`src/rtl/pwm_multi.sv`:
```
// pwm_multi: multi-channel PWM generator with a shared prescaled period counter and
// double-buffered per-channel configuration.
//
// Ports:
//   clk, rst         clock (rising edge) and asynchronous active-high reset
//   en               global enable; low clears the counter and forces outputs low
//   prescale         counter advances once every prescale+1 clocks
//   period           counter runs 0..period; captured at each wrap (or every cycle while en=0)
//   ch_en            per-channel output enable, not shadowed
//   cfg_wr, cfg_ch   staging-register write strobe and target channel
//   cfg_mode         00 left, 01 right, 10 unaligned, 11 forced inactive
//   cfg_inv          output inversion
//   cfg_cmp1/2       compare values
//   count_val        current counter value
//   period_end       one-cycle pulse in the first cycle of each new period
//   pwm_out          registered PWM outputs
module pwm_multi #(
    parameter int unsigned CHANNELS = 4,
    parameter int unsigned WIDTH    = 16,
    parameter int unsigned PRE_W    = 8
) (
    input  logic                                          clk,
    input  logic                                          rst,
    input  logic                                          en,
    input  logic [PRE_W-1:0]                              prescale,
    input  logic [WIDTH-1:0]                              period,
    input  logic [CHANNELS-1:0]                           ch_en,
    input  logic                                          cfg_wr,
    input  logic [((CHANNELS > 1) ? $clog2(CHANNELS) : 1)-1:0] cfg_ch,
    input  logic [1:0]                                    cfg_mode,
    input  logic                                          cfg_inv,
    input  logic [WIDTH-1:0]                              cfg_cmp1,
    input  logic [WIDTH-1:0]                              cfg_cmp2,
    output logic [WIDTH-1:0]                              count_val,
    output logic                                          period_end,
    output logic [CHANNELS-1:0]                           pwm_out
);

    typedef struct packed {
        logic [1:0]       mode;
        logic             inv;
        logic [WIDTH-1:0] cmp1;
        logic [WIDTH-1:0] cmp2;
    } ch_cfg_t;

    logic [PRE_W-1:0]    pc_q, pc_d;
    logic [WIDTH-1:0]    count_q, count_d;
    logic [WIDTH-1:0]    period_act_q, period_act_d;
    logic                period_end_q, period_end_d;
    logic [CHANNELS-1:0] pwm_q, pwm_d;
    ch_cfg_t             stg_q [CHANNELS];
    ch_cfg_t             stg_d [CHANNELS];
    ch_cfg_t             act_q [CHANNELS];
    ch_cfg_t             act_d [CHANNELS];

    logic tick;
    logic wrap;
    logic load_act;
    logic f;

    always_comb begin
        tick         = en && (pc_q == prescale);
        wrap         = tick && (count_q == period_act_q);
        // Active set tracks staging while disabled so a restart uses the newest config.
        load_act     = !en || wrap;
        pc_d         = '0;
        count_d      = '0;
        period_end_d = wrap;
        period_act_d = load_act ? period : period_act_q;
        pwm_d        = '0;
        f            = 1'b0;

        if (en) begin
            if (tick) begin
                pc_d    = '0;
                count_d = wrap ? '0 : count_q + WIDTH'(1);
            end else begin
                pc_d    = pc_q + PRE_W'(1);
                count_d = count_q;
            end
        end

        for (int unsigned i = 0; i < CHANNELS; i++) begin
            // Active loads the pre-write staging value on a write/wrap collision.
            act_d[i] = load_act ? stg_q[i] : act_q[i];
            stg_d[i] = stg_q[i];
            if (cfg_wr && (32'(cfg_ch) == i)) begin
                stg_d[i].mode = cfg_mode;
                stg_d[i].inv  = cfg_inv;
                stg_d[i].cmp1 = cfg_cmp1;
                stg_d[i].cmp2 = cfg_cmp2;
            end

            f = 1'b0;
            unique case (act_q[i].mode)
                2'b00:   f = count_q < act_q[i].cmp1;
                2'b01:   f = count_q >= act_q[i].cmp1;
                2'b10:   f = (count_q >= act_q[i].cmp1) && (count_q < act_q[i].cmp2);
                default: f = 1'b0;
            endcase
            pwm_d[i] = en && ch_en[i] && (f ^ act_q[i].inv);
        end
    end

    always_ff @(posedge clk or posedge rst) begin
        if (rst) begin
            pc_q         <= '0;
            count_q      <= '0;
            period_act_q <= '0;
            period_end_q <= 1'b0;
            pwm_q        <= '0;
            for (int unsigned i = 0; i < CHANNELS; i++) begin
                stg_q[i] <= '0;
                act_q[i] <= '0;
            end
        end else begin
            pc_q         <= pc_d;
            count_q      <= count_d;
            period_act_q <= period_act_d;
            period_end_q <= period_end_d;
            pwm_q        <= pwm_d;
            for (int unsigned i = 0; i < CHANNELS; i++) begin
                stg_q[i] <= stg_d[i];
                act_q[i] <= act_d[i];
            end
        end
    end

    assign count_val  = count_q;
    assign period_end = period_end_q;
    assign pwm_out    = pwm_q;

endmodule
```
`config.mk`:
```
export PLATFORM = sky130hd
export DESIGN_NAME = pwm_multi
export DESIGN_NICKNAME = d
export VERILOG_FILES = /design/src/rtl/pwm_multi.sv
export SDC_FILE = /design/constraint.sdc
export NUM_CORES = 1
export LEC_CHECK = 0
export ABC_AREA = 1
export ABC_CLOCK_PERIOD_IN_PS = 19400
export CAP_MARGIN = 5
export CORE_ASPECT_RATIO = 2
export CORE_UTILIZATION = 50
export DETAILED_ROUTE_END_ITERATION = 8
export HOLD_SLACK_MARGIN = 0.02
export PLACE_DENSITY = 0.69
export SYNTH_ARGS = -nofsm -noshare
export SYNTH_HDL_FRONTEND = slang
export SYNTH_SLANG_ARGS = --single-unit
export TNS_END_PERCENT = 50
```
`constraint.sdc`:
```
create_clock -name clk -period 19.4 [get_ports clk]
set_input_delay 1.94 -clock clk [delete_from_list [all_inputs] [get_ports clk]]
set_output_delay 1.94 -clock clk [all_outputs]
set_load 0.02 [all_outputs]
```
### Word level (Yosys, flattened, before mapping)

Index checks and enable logic that the tools add are counted.

| operators by class | value |
|---|---|
| $add $sub $neg | 2 |
| $lt $le $gt $ge | 12 |
| eq/ne operators | 14 |
| mux-type cells | 9 |
| bitwise gates (word level) | 4 |
| reductions and logical operators | 25 |

Operators by type and width:

| cell | number |
|---|---|
| less-than comparator 16 bit | 8 |
| >= comparator 16 bit | 4 |
| two-way mux 16 bit | 3 |
| logical AND 1 bit | 18 |
| adder 16 x 1 -> 16 bit, second input constant | 1 |
| == test 16 bit | 1 |
| two-way mux 8 bit | 2 |
| == test 2 bit, second input constant | 6 |
| one-hot mux 1 bit (3 select lines) | 4 |
| == test 2 x 1 -> 1 bit, second input constant | 5 |
| zero test 2 bit | 5 |
| adder 8 x 1 -> 8 bit, second input constant | 1 |
| == test 8 bit | 1 |
| bitwise XOR 1 bit | 4 |
| inequality test 2 x 1 -> 1 bit, second input constant | 1 |
| zero test 1 bit | 1 |
| logical OR 1 bit | 1 |

| word-level totals | value |
|---|---|
| bits in registers | 325 |
| input port bits | 69 |

### Depth between registers and ports, before layout

Gate-level depths: netlist of run 1.

| depth | value |
|---|---|
| word-level depth | 6 |
| depth in mapped cells | 17 |
| gate-level depth less buffers | 17 |

### Worst setup path after synthesis of run 1

No wires, ideal clock.

| timing | value |
|---|---|
| path kind | input to register |
| start | in prescale[4] |
| end | reg act_q[43] in the netlist's numbering |
| setup time | 121 ps |
| arrival time | 3264 ps |
| slack | 16016 ps |
| cell stages on the path | 7 |
| cells stage by stage | or2_2 a21oi_1 nand3_1 o21ai_4 buf_6 buf_2 o21ai_1 |

| on the way | value |
|---|---|
| word-level cells in the longest chain between the ends | 4 |

RTL lines:

| what | RTL line | RTL |
|---|---|---|
| start, declared | 25 | `input logic [PRE_W-1:0] prescale,` |
| == test 8 bit | 62 | `tick = en && (pc_q == prescale);` |
| logical AND 1 bit | 62 |  |
| logical AND 1 bit | 63 | `wrap = tick && (count_q == period_act_q);` |
| logical OR 1 bit | 65 | `load_act = !en \|\| wrap;` |
| end signal, assigned by index | 124 | `act_q[i] <= act_d[i];` |
| end, declared | 53 | `ch_cfg_t act_q [CHANNELS];` |

No other way between the ends.
A chain may end at the register's enable or synchronous reset.

### Final worst setup path of run 1

| timing | value |
|---|---|
| start | in prescale[4] |
| end | reg act_q[118] in the netlist's numbering |

The elaborated chain is that of the path after synthesis.

==> flow_metrics.tcl, run 1 <==
set metrics [dict create \
    dieArea_um2 32700 \
    routed_wl_um 40400 \
    async_flop_share 1.00 \
    hold_path.class "reg -> reg" \
    antenna_found_initial 0 \
    cp_max_fo 109 \
    synth_top_area_cell "dfrtp_1" \
    cp_slowest_cell "buf_4" \
    fmax_mhz 211 \
    dpl_worst_slack_ns 14.15 \
    tritoncts "yes" \
    drive_gt1_frac 0.0440 \
    ir_drop_mv 0.0792 \
    whs_path_depth 2 \
    place_area_um2 17100 \
    hold_viol 0 \
    synth-warning-count 0 \
    total_power_mw 1.71 \
    routedWlPerCell_um 17.0 \
    nFillCells 2774 \
    nNetsFinal 2129 \
    dp_hpwl_um 27600 \
    ios 90 \
    arrival_ns 5.13 \
    drtIter0Drc 723 \
    critPathMaxStageDelay_ns 0.86 \
    finalMaxSlewViolations 0 \
    postRouteAntennaNets 0 \
    firstDrtPassIters 5 \
    synthesis.nets 2060 \
    drc_errors 0 \
    layout_common_cells "532 x nand2_1, 325 x dfrtp_1, 256 x o21ai_0" \
    rsz0062_at_grt "no" \
    initial_core_util 0.508 \
    post-cts-setup-buffers 0 \
    numCtsBuffers 28 \
    stdcell_area_um2 18200 \
    drv_cap 0 \
    cp_common_cell "buf_4" \
    vias 12500 \
    setup.worst_path.end_class "flop" \
    cts_hold_buf 0 \
    syn_area_um2 16000 \
    powerDensity_nw_per_um2 93.9 \
    synth_edf_count 0 \
    worstSetupPathType "in -> reg" \
    core_um2 31400 \
    die_y_um 255 \
    seq_area_frac_synth 0.509 \
    track_usage 0.258 \
    leakagePower_nw 9.32 \
    gp_congestion 0.892 \
    ys.flop_type "dfrtp_1" \
    clock-sinks 325 \
    grt_max_degree 144 \
    setup_ws_ns 14.65 \
    die_x_um 128 \
    finalSetupViolCount 0 \
    fin_crit_ns 4.75 \
    clkSlewWorstSetupHoldPaths_ns 0.07 \
    placementRows 92 \
    period_share 0.245 \
    synthTopCellsByArea "dfrtp_1 51%, nand2_1 13%, ha_1 9.9%" \
    grt_pass1_wl_um 64200 \
    synth_top_area_frac 0.509 \
    slew_headroom 0.325 \
    ys_types 28 \
    path_cells "clkdlybuf4s50_1 -> or2_2 -> a21oi_1 -> nand3_1 -> o21ai_4 -> buf_4 -> buf_4 -> o21ai_0" \
    finalClockSkew_ns 0.0136 \
    clock_latency_ns 0.56 \
    ys_seq_elements 325 \
    holdWs_ns 0.476 \
    n_antenna_cell 0 \
    grt_pass1_vias 12400 \
    ff2ff_path_depth 10 \
    startpoint_type "input port" \
    critPathRequiredTime_ns 19.79 \
    multi_input_area_um2 6490 \
    status "finished, final reports clean" \
    syn_to_final_growth_pct 13.9 \
    synth_cells 1865 \
    routed_via_density 5.25 \
    htree_levels 1 \
    register_area_um2 8130 \
    final_common_cell "nand2_1" \
    root_buffer "clkbuf_16" \
    clk_path_buf_depth 3 \
    avgSynthCellArea_um2 8.56 \
    cts_resized 0 \
    numPortBuffers 89 \
    fin_tns_setup_ns 0 \
    grt-ovfl-total 0 \
    worst_pin_slew_ns 1.01 \
]
## logic make-up (layout without fill, tap and decap cells)
| group | Yosys count | count (layout) | synth area share |
|---|---|---|---|
| AOI/OAI and AO/OA | 365 | 365 | 0.116 |
| adders and majority gates | 126 | 126 | 0.0987 |
| DFF | 325 | 325 | 0.509 |
| xor gates and xnor gates | 26 | 26 | 0.0143 |
| and+or+nand+nor | 701 | 701 | 0.177 |
| buffers and inverters | 322 | 413 | 0.0852 |
## Yosys cell counts, types with 2 or more instances
cell type	number
a21o_1	4
a21oi_1	61
buf_2	7
buf_4	6
buf_6	16
clkbuf_1	38
clkinv_1	2
dfrtp_1	325
ha_1	126
inv_1	248
inv_2	5
nand2_1	534
nand2_2	2
nand3_1	34
nand3b_1	2
nand4_1	30
nor2_1	63
nor3_1	25
nor4_1	3
o21ai_0	256
o21ai_1	43
or2_2	5
xnor2_1	7
xor2_1	19
## per-stage QoR
stage,utilization,std cells
after floorplan,-,1865
after global placement,0.545,2327
after detailed placement,0.545,2327
after CTS,0.579,2379
after global routing,0.579,2379
final,0.579,2379
## routing by layer
metal / GRT usage / vias to the layer above / wire length (µm)
met5: 0 / - / 0
met4: 0.125 / 0 / 1920
met3: 0.0260 / 99 / 1560
met2: 0.488 / 298 / 21700
met1: 0.281 / 5992 / 15200
li1: - / 6093 / -
## power breakdown
group | internal [mW] | leakage [nW] | switching [mW]
Combinational | 0.0949 | 4.70 | 0.162
Sequential | 0.774 | 4.12 | 0.0429
Clock | 0.374 | 0.498 | 0.260
Total | 1.24 | 9.32 | 0.465
## worst paths after layout
kind | from | end | slack [ns]
max | prescale[4] | act_q[118]$_DFFE_PP0P_ | 14.65
min | act_q[0]$_DFFE_PP0P_ | act_q[0]$_DFFE_PP0P_ | 0.48
max reg2reg | count_val[8]$_DFFE_PP0P_ | act_q[118]$_DFFE_PP0P_ | 15.21
min reg2reg | act_q[0]$_DFFE_PP0P_ | act_q[0]$_DFFE_PP0P_ | 0.48
max in group asynchronous | rst | stg_q[137]$_DFFE_PP0P_ | 16.01
min in group asynchronous | rst | stg_q[129]$_DFFE_PP0P_ | 1.99
## area by class of cell
| class | instances | area share |
|---|---|---|
| Tap cell | 423 | 0.0291 |
| Clock buffer | 36 | 0.0441 |
| Multi-Input combinational cell | 1218 | 0.357 |
| Inverter | 255 | 0.0530 |
| Timing Repair Buffer | 106 | 0.0560 |
| Sequential cell | 325 | 0.447 |
| Clock inverter | 16 | 0.0141 |
## registers in the layout, indices dropped and copies added (netlist names)
register and flops:
act_q 140, count_val 16, pc_q 8, period_act_q 16
period_end 1, pwm_out 4, stg_q 140
## critical path, delay by kind of cell
family | cells | cell delay (ns)
AO/OA/AOI/OAI | 3 | 0.56
buffers and inverters | 3 | 1.98
AND/OR/NAND/NOR | 2 | 0.53
Note: power is estimated with default switching activity, not from simulation.
==> run 2, diff against run 1 <==
--- a/config.mk
+++ b/config.mk
@@ -6,13 +6,13 @@
 export NUM_CORES = 1
 export LEC_CHECK = 0
 export ABC_AREA = 1
-export ABC_CLOCK_PERIOD_IN_PS = 19400
+export ABC_CLOCK_PERIOD_IN_PS = 4260
 export CAP_MARGIN = 5
 export CORE_ASPECT_RATIO = 2
 export CORE_UTILIZATION = 50
 export DETAILED_ROUTE_END_ITERATION = 8
 export HOLD_SLACK_MARGIN = 0.02
-export PLACE_DENSITY = 0.69
+export PLACE_DENSITY = 0.71
 export SYNTH_ARGS = -nofsm -noshare
 export SYNTH_HDL_FRONTEND = slang
 export SYNTH_SLANG_ARGS = --single-unit
==> constraint.sdc (replaced) <==
create_clock -name clk -period 4.26 [get_ports clk]
set_input_delay 0.426 -clock clk [delete_from_list [all_inputs] [get_ports clk]]
set_output_delay 0.426 -clock clk [all_outputs]
set_load 0.02 [all_outputs]
==> run 2 against run 1 <==
Worst setup slack worse by 13 ns. Clock skew down 0.0046 ns. First-iteration DRC count up 2.4%. Count of clock-buffer cells in the layout up 5. Non-clock buffer count up 8. Register-to-register slack worse by 14 ns. Critical path depth up 2. Via count about the same. Cell count up 0.29%. Sequential cell count unchanged.
==> flow_metrics.tcl, run 2 (same netlist as run 1, synthesis figures left out) <==
set metrics [dict create \
    clkSlewWorstSetupHoldPaths_ns 0.07 \
    clk_path_buf_depth 3 \
    worstSetupPathType "reg -> reg" \
    met3_usage 0.0308 \
    dieArea_um2 32700 \
    core_um2 31400 \
    cp_slowest_cell "dfrtp_1" \
    routed_wl_um 40500 \
    vias 12500 \
    nNetsFinal 2137 \
    drtIter0Drc 740 \
    antenna_found_initial 0 \
    numCtsBuffers 28 \
    setup_ws_ns 1.20 \
    routedWlPerCell_um 17.0 \
    powerDensity_nw_per_um2 411 \
    startpoint_type "flop" \
    ff2ff_setup_slack_ns 1.20 \
    grt-ovfl-total 0 \
    n_antenna_cell 0 \
    final_common_cell "nand2_1" \
    r2r-end "act_q[120]$_DFFE_PP0P_" \
    tritoncts "yes" \
    routed_via_density 5.24 \
    initial_core_util 0.508 \
    holdPathEnd "period_act_q[13]$_DFFE_PP0P_" \
    hold_viol 0 \
    stdcell_area_um2 18100 \
    gp_congestion 0.945 \
    placementRows 92 \
    grt_max_degree 260 \
    postRouteAntennaNets 0 \
    whs_path_depth 3 \
    status "finished, final reports clean" \
    worst_pin_slew_ns 1.08 \
    ff2ff_path_depth 10 \
    multi_input_area_um2 6490 \
    holdWs_ns 0.410 \
    arrival_ns 3.44 \
    busiest_layer "met2" \
    clock-sinks 325 \
    leakagePower_nw 9.33 \
    grt_pass1_wl_um 65100 \
    fmax_mhz 327 \
    numPortBuffers 89 \
    utilization 0.578 \
    drive_gt1_frac 0.0438 \
    firstDrtPassIters 5 \
    ios 90 \
    period_share 0.718 \
    finalMaxSlewViolations 0 \
    grtUsageMet1 0.280 \
    cp_top_family "flip-flops" \
    register_area_um2 8130 \
    layout_common_cells "532 x nand2_1, 325 x dfrtp_1, 256 x o21ai_0" \
    track_usage 0.262 \
    finalClockSkew_ns 0.00899 \
    htree_levels 1 \
    min_from "period[13]" \
    ir_drop_mv 0.298 \
    nFillCells 2825 \
    dp_hpwl_um 28400 \
    fin_crit_ns 3.06 \
    dpl_worst_slack_ns 1.27 \
    setup.worst_path.end_class "flop" \
    place_area_um2 17200 \
    hold_path.class "in -> reg" \
    largest_registers "act_q (140), stg_q (140)" \
    die_y_um 255 \
    slew_headroom 0.278 \
    critPathMaxStageDelay_ns 0.80 \
    cts_hold_buf 0 \
    use_met2 0.487 \
    cp_max_fo 259 \
    syn_to_final_growth_pct 13.6 \
    finalSetupViolCount 0 \
    post-cts-setup-buffers 0 \
    crit_buf_inv 2 \
    rsz0062_at_grt "no" \
    fin_tns_setup_ns 0 \
    cts_resized 0 \
    critPathRequiredTime_ns 4.64 \
    drv_cap 0 \
    clock_latency_ns 0.56 \
    root_buffer "clkbuf_16" \
    worstReg2RegStart "count_val[7]$_DFFE_PP0P_" \
    path_cells "inv_2 -> nand2_1 -> nand2_1 -> nor2_1 -> nand4_1 -> nor2_1 -> nand2_2 -> o21ai_4 -> buf_12 -> o21ai_0" \
    drc_errors 0 \
    die_x_um 128 \
    grt_pass1_vias 12700 \
]
run 2: worst min-delay path, stage by stage:
cell	delay (ns)
clkdlybuf4s50_1	0.40
nand2_1	0.06
nand2_1	0.05
run 2: layer usage:
metal	up-vias	routed length, µm
met2	332	21400
met4	0	2460
li1	6102	-
met3	115	1760
met1	5943	14800
met5	-	0
run 2: cell type report:
| class | count | area share |
|---|---|---|
| flip-flops and latches | 325 | 0.448 |
| multi-input cells | 1218 | 0.358 |
| repair buffers | 114 | 0.0622 |
| inverters | 255 | 0.0529 |
| clock buffers | 41 | 0.0441 |
| well taps | 423 | 0.0292 |
| clock inverters | 10 | 0.00565 |
run 2: worst max path at each step:
stage	endpoint	slack (ns)	startpoint	cells after the start
6_report	act_q[120]$_DFFE_PP0P_	1.20	count_val[7]$_DFFE_PP0P_	10
5_1_grt	act_q[101]$_DFFE_PP0P_	0.96	count_val[7]$_DFFE_PP0P_	11
4_1_cts	act_q[120]$_DFFE_PP0P_	1.29	count_val[7]$_DFFE_PP0P_	10
3_5_place_dp	act_q[120]$_DFFE_PP0P_	1.27	prescale[4]	7
3_3_place_gp	act_q[91]$_DFFE_PP0P_	1.34	prescale[4]	8
2_1_floorplan	act_q[0]$_DFFE_PP0P_	-0.50	rst	1
run 2: power breakdown:
part	switching (mW)	leakage, nW	total, mW	internal [mW]
clock network	1.13	0.445	2.56	1.42
logic	0.743	4.76	1.18	0.440
registers	0.190	4.12	3.72	3.53
total	2.07	9.33	7.46	5.39
run 2: through the flow:
step	total power, mW	instances
2_1_floorplan	4.58	1865
3_3_place_gp	4.89	2335
3_5_place_dp	4.96	2335
4_1_cts	7.52	2386
5_1_grt	7.88	2386
6_report	7.46	2386
==> run 3, diff against run 2 <==
--- a/config.mk
+++ b/config.mk
@@ -6,13 +6,13 @@
 export NUM_CORES = 1
 export LEC_CHECK = 0
 export ABC_AREA = 1
-export ABC_CLOCK_PERIOD_IN_PS = 4260
+export ABC_CLOCK_PERIOD_IN_PS = 3000
 export CAP_MARGIN = 5
 export CORE_ASPECT_RATIO = 2
 export CORE_UTILIZATION = 50
 export DETAILED_ROUTE_END_ITERATION = 8
 export HOLD_SLACK_MARGIN = 0.02
-export PLACE_DENSITY = 0.71
+export PLACE_DENSITY = 0.69
 export SYNTH_ARGS = -nofsm -noshare
 export SYNTH_HDL_FRONTEND = slang
 export SYNTH_SLANG_ARGS = --single-unit
==> constraint.sdc (replaced) <==
create_clock -name clk -period 3 [get_ports clk]
set_input_delay 0.3 -clock clk [delete_from_list [all_inputs] [get_ports clk]]
set_output_delay 0.3 -clock clk [all_outputs]
set_load 0.02 [all_outputs]
==> run 3 against run 2 <==
Register-to-register slack worse by 0.88 ns. Via count about the same. Non-clock buffer count up 8. Critical endpoint is now act_q[65]$_DFFE_PP0P_. Largest cell class unchanged.
==> flow_metrics.tcl, run 3 (same netlist as run 1, synthesis figures left out) <==
set metrics [dict create \
    status "finished, final reports clean" \
    core_um2 31400 \
    startpoint_type "flop" \
    syn_to_final_growth_pct 15.0 \
    drtIter0Drc 777 \
    largest_registers "act_q (140), stg_q (140)" \
    nNetsFinal 2146 \
    rsz0062_at_grt "no" \
    finalNonFillerCells 2395 \
    drive_gt1_frac 0.0502 \
    grt-ovfl-total 0 \
    setup.worst_path.end_class "flop" \
    grt_pass1_wl_um 66200 \
    dp.cells 2343 \
    initial_core_util 0.508 \
    cp_slowest_cell "dfrtp_1" \
    finalSetupViolCount 0 \
    p_sw_mw 2.97 \
    pwr-share-clk 0.364 \
    fmax_mhz 374 \
    nFillCells 2778 \
    firstDrtPassIters 5 \
    cts_resized 0 \
    leakagePower_nw 9.44 \
    routed_via_density 5.22 \
    power_frac_comb 0.153 \
    fin_tns_setup_ns 0 \
    ir_drop_mv 0.411 \
    grt_max_degree 115 \
    grt_pass1_vias 12700 \
    fin_crit_ns 2.67 \
    n_antenna_cell 0 \
    numPortBuffers 89 \
    slew_headroom 0.498 \
    period_share 0.891 \
    clk_path_buf_depth 3 \
    tritoncts "yes" \
    finalClockSkew_ns 0.00997 \
    sw_frac_of_total 0.272 \
    path_cells "inv_1 -> nand2_1 -> nand4_1 -> nor2_1 -> nand2_2 -> o21ai_4 -> buf_12 -> o21ai_0" \
    critPathRequiredTime_ns 3.42 \
    dp_hpwl_um 28500 \
    dieArea_um2 32700 \
    die_y_um 255 \
    post-cts-setup-buffers 0 \
    layout_common_cells "532 x nand2_1, 325 x dfrtp_1, 256 x o21ai_0" \
    hold_viol 0 \
    routedWlPerCell_um 17.0 \
    gp_congestion 0.902 \
    clock-sinks 325 \
    critPathMaxStageDelay_ns 0.82 \
    antenna_found_initial 0 \
    worstSetupPathType "reg -> reg" \
    final_common_cell "nand2_1" \
    hold_path.class "in -> async" \
    power_frac_seq 0.483 \
    vias 12500 \
    placementRows 92 \
    drc_errors 0 \
    total_power_mw 10.9 \
    worst_pin_slew_ns 0.753 \
    p_int_mw 7.97 \
    arrival_ns 3.09 \
    holdWs_ns 0.0565 \
    drv_cap 0 \
    numCtsBuffers 29 \
    finalMaxSlewViolations 0 \
    powerDensity_nw_per_um2 596 \
    postRouteAntennaNets 0 \
    die_x_um 128 \
    clock_latency_ns 0.56 \
    ios 90 \
    htree_levels 1 \
    cts_hold_buf 0 \
    root_buffer "clkbuf_16" \
    cp_max_fo 99 \
    utilization 0.584 \
    clkSlewWorstSetupHoldPaths_ns 0.07 \
    routed_wl_um 40600 \
    track_usage 0.265 \
]
-- run 3: layout make-up --
class / instances / area [µm²] / share of cell area
flip-flops and latches: 325 / 8130 / 0.443
multi-input cells: 1218 / 6490 / 0.354
repair buffers: 122 / 1240 / 0.0674
inverters: 255 / 961 / 0.0523
clock buffers: 39 / 813 / 0.0443
well taps: 423 / 529 / 0.0288
clock inverters: 13 / 196 / 0.0107
-- run 3: power by group through the flow --
stage                     combinational (mW)  clock [mW]  sequential [mW]
final                                   1.68        3.98             5.28
after global routing                    1.97        4.21             5.35
after CTS                               1.70        4.06             5.28
after detailed placement                1.68           0             5.36
after global placement                  1.61           0             5.33
after floorplan                         1.19           0             5.30
-- run 3: through the flow --
| step | setup slack, ns | cell area (µm²) |
|---|---|---|
| after floorplan | -1.64 | 16000 |
| after global placement | 0.465 | 17400 |
| after detailed placement | 0.420 | 17400 |
| after CTS | 0.393 | 18400 |
| after global routing | 0.177 | 18400 |
| final | 0.326 | 18400 |
-- run 3: worst paths after layout --
kind / startpoint / end / slack [ns] / depth (start not counted)
worst max-delay path: count_val[5]$_DFFE_PP0P_ / act_q[65]$_DFFE_PP0P_ / 0.33 / 8
worst min-delay path: rst / stg_q[95]$_DFFE_PP0P_ / 0.06 / 2
worst max register to register: count_val[5]$_DFFE_PP0P_ / act_q[65]$_DFFE_PP0P_ / 0.33 / 8
worst min register to register: stg_q[8]$_DFFE_PP0P_ / act_q[8]$_DFFE_PP0P_ / 0.48 / 2
max in group asynchronous: rst / stg_q[38]$_DFFE_PP0P_ / 2.03 / 3
min in group clk: period[5] / period_act_q[5]$_DFFE_PP0P_ / 0.30 / 3
-- run 3: critical path, delay by kind of cell, from the launching register on --
kind                   cells  cell delay (ns)
DFF                        1             0.82
AOI/OAI and AO/OA          2             0.51
and+or+nand+nor            4             0.61
buffers and inverters      2             0.52
-- run 3: routing by layer --
metal  routed length (µm)  track usage
met1                15600        0.293
met2                21400        0.492
met3                 1350       0.0245
met4                 2380        0.147
met5                    0            0
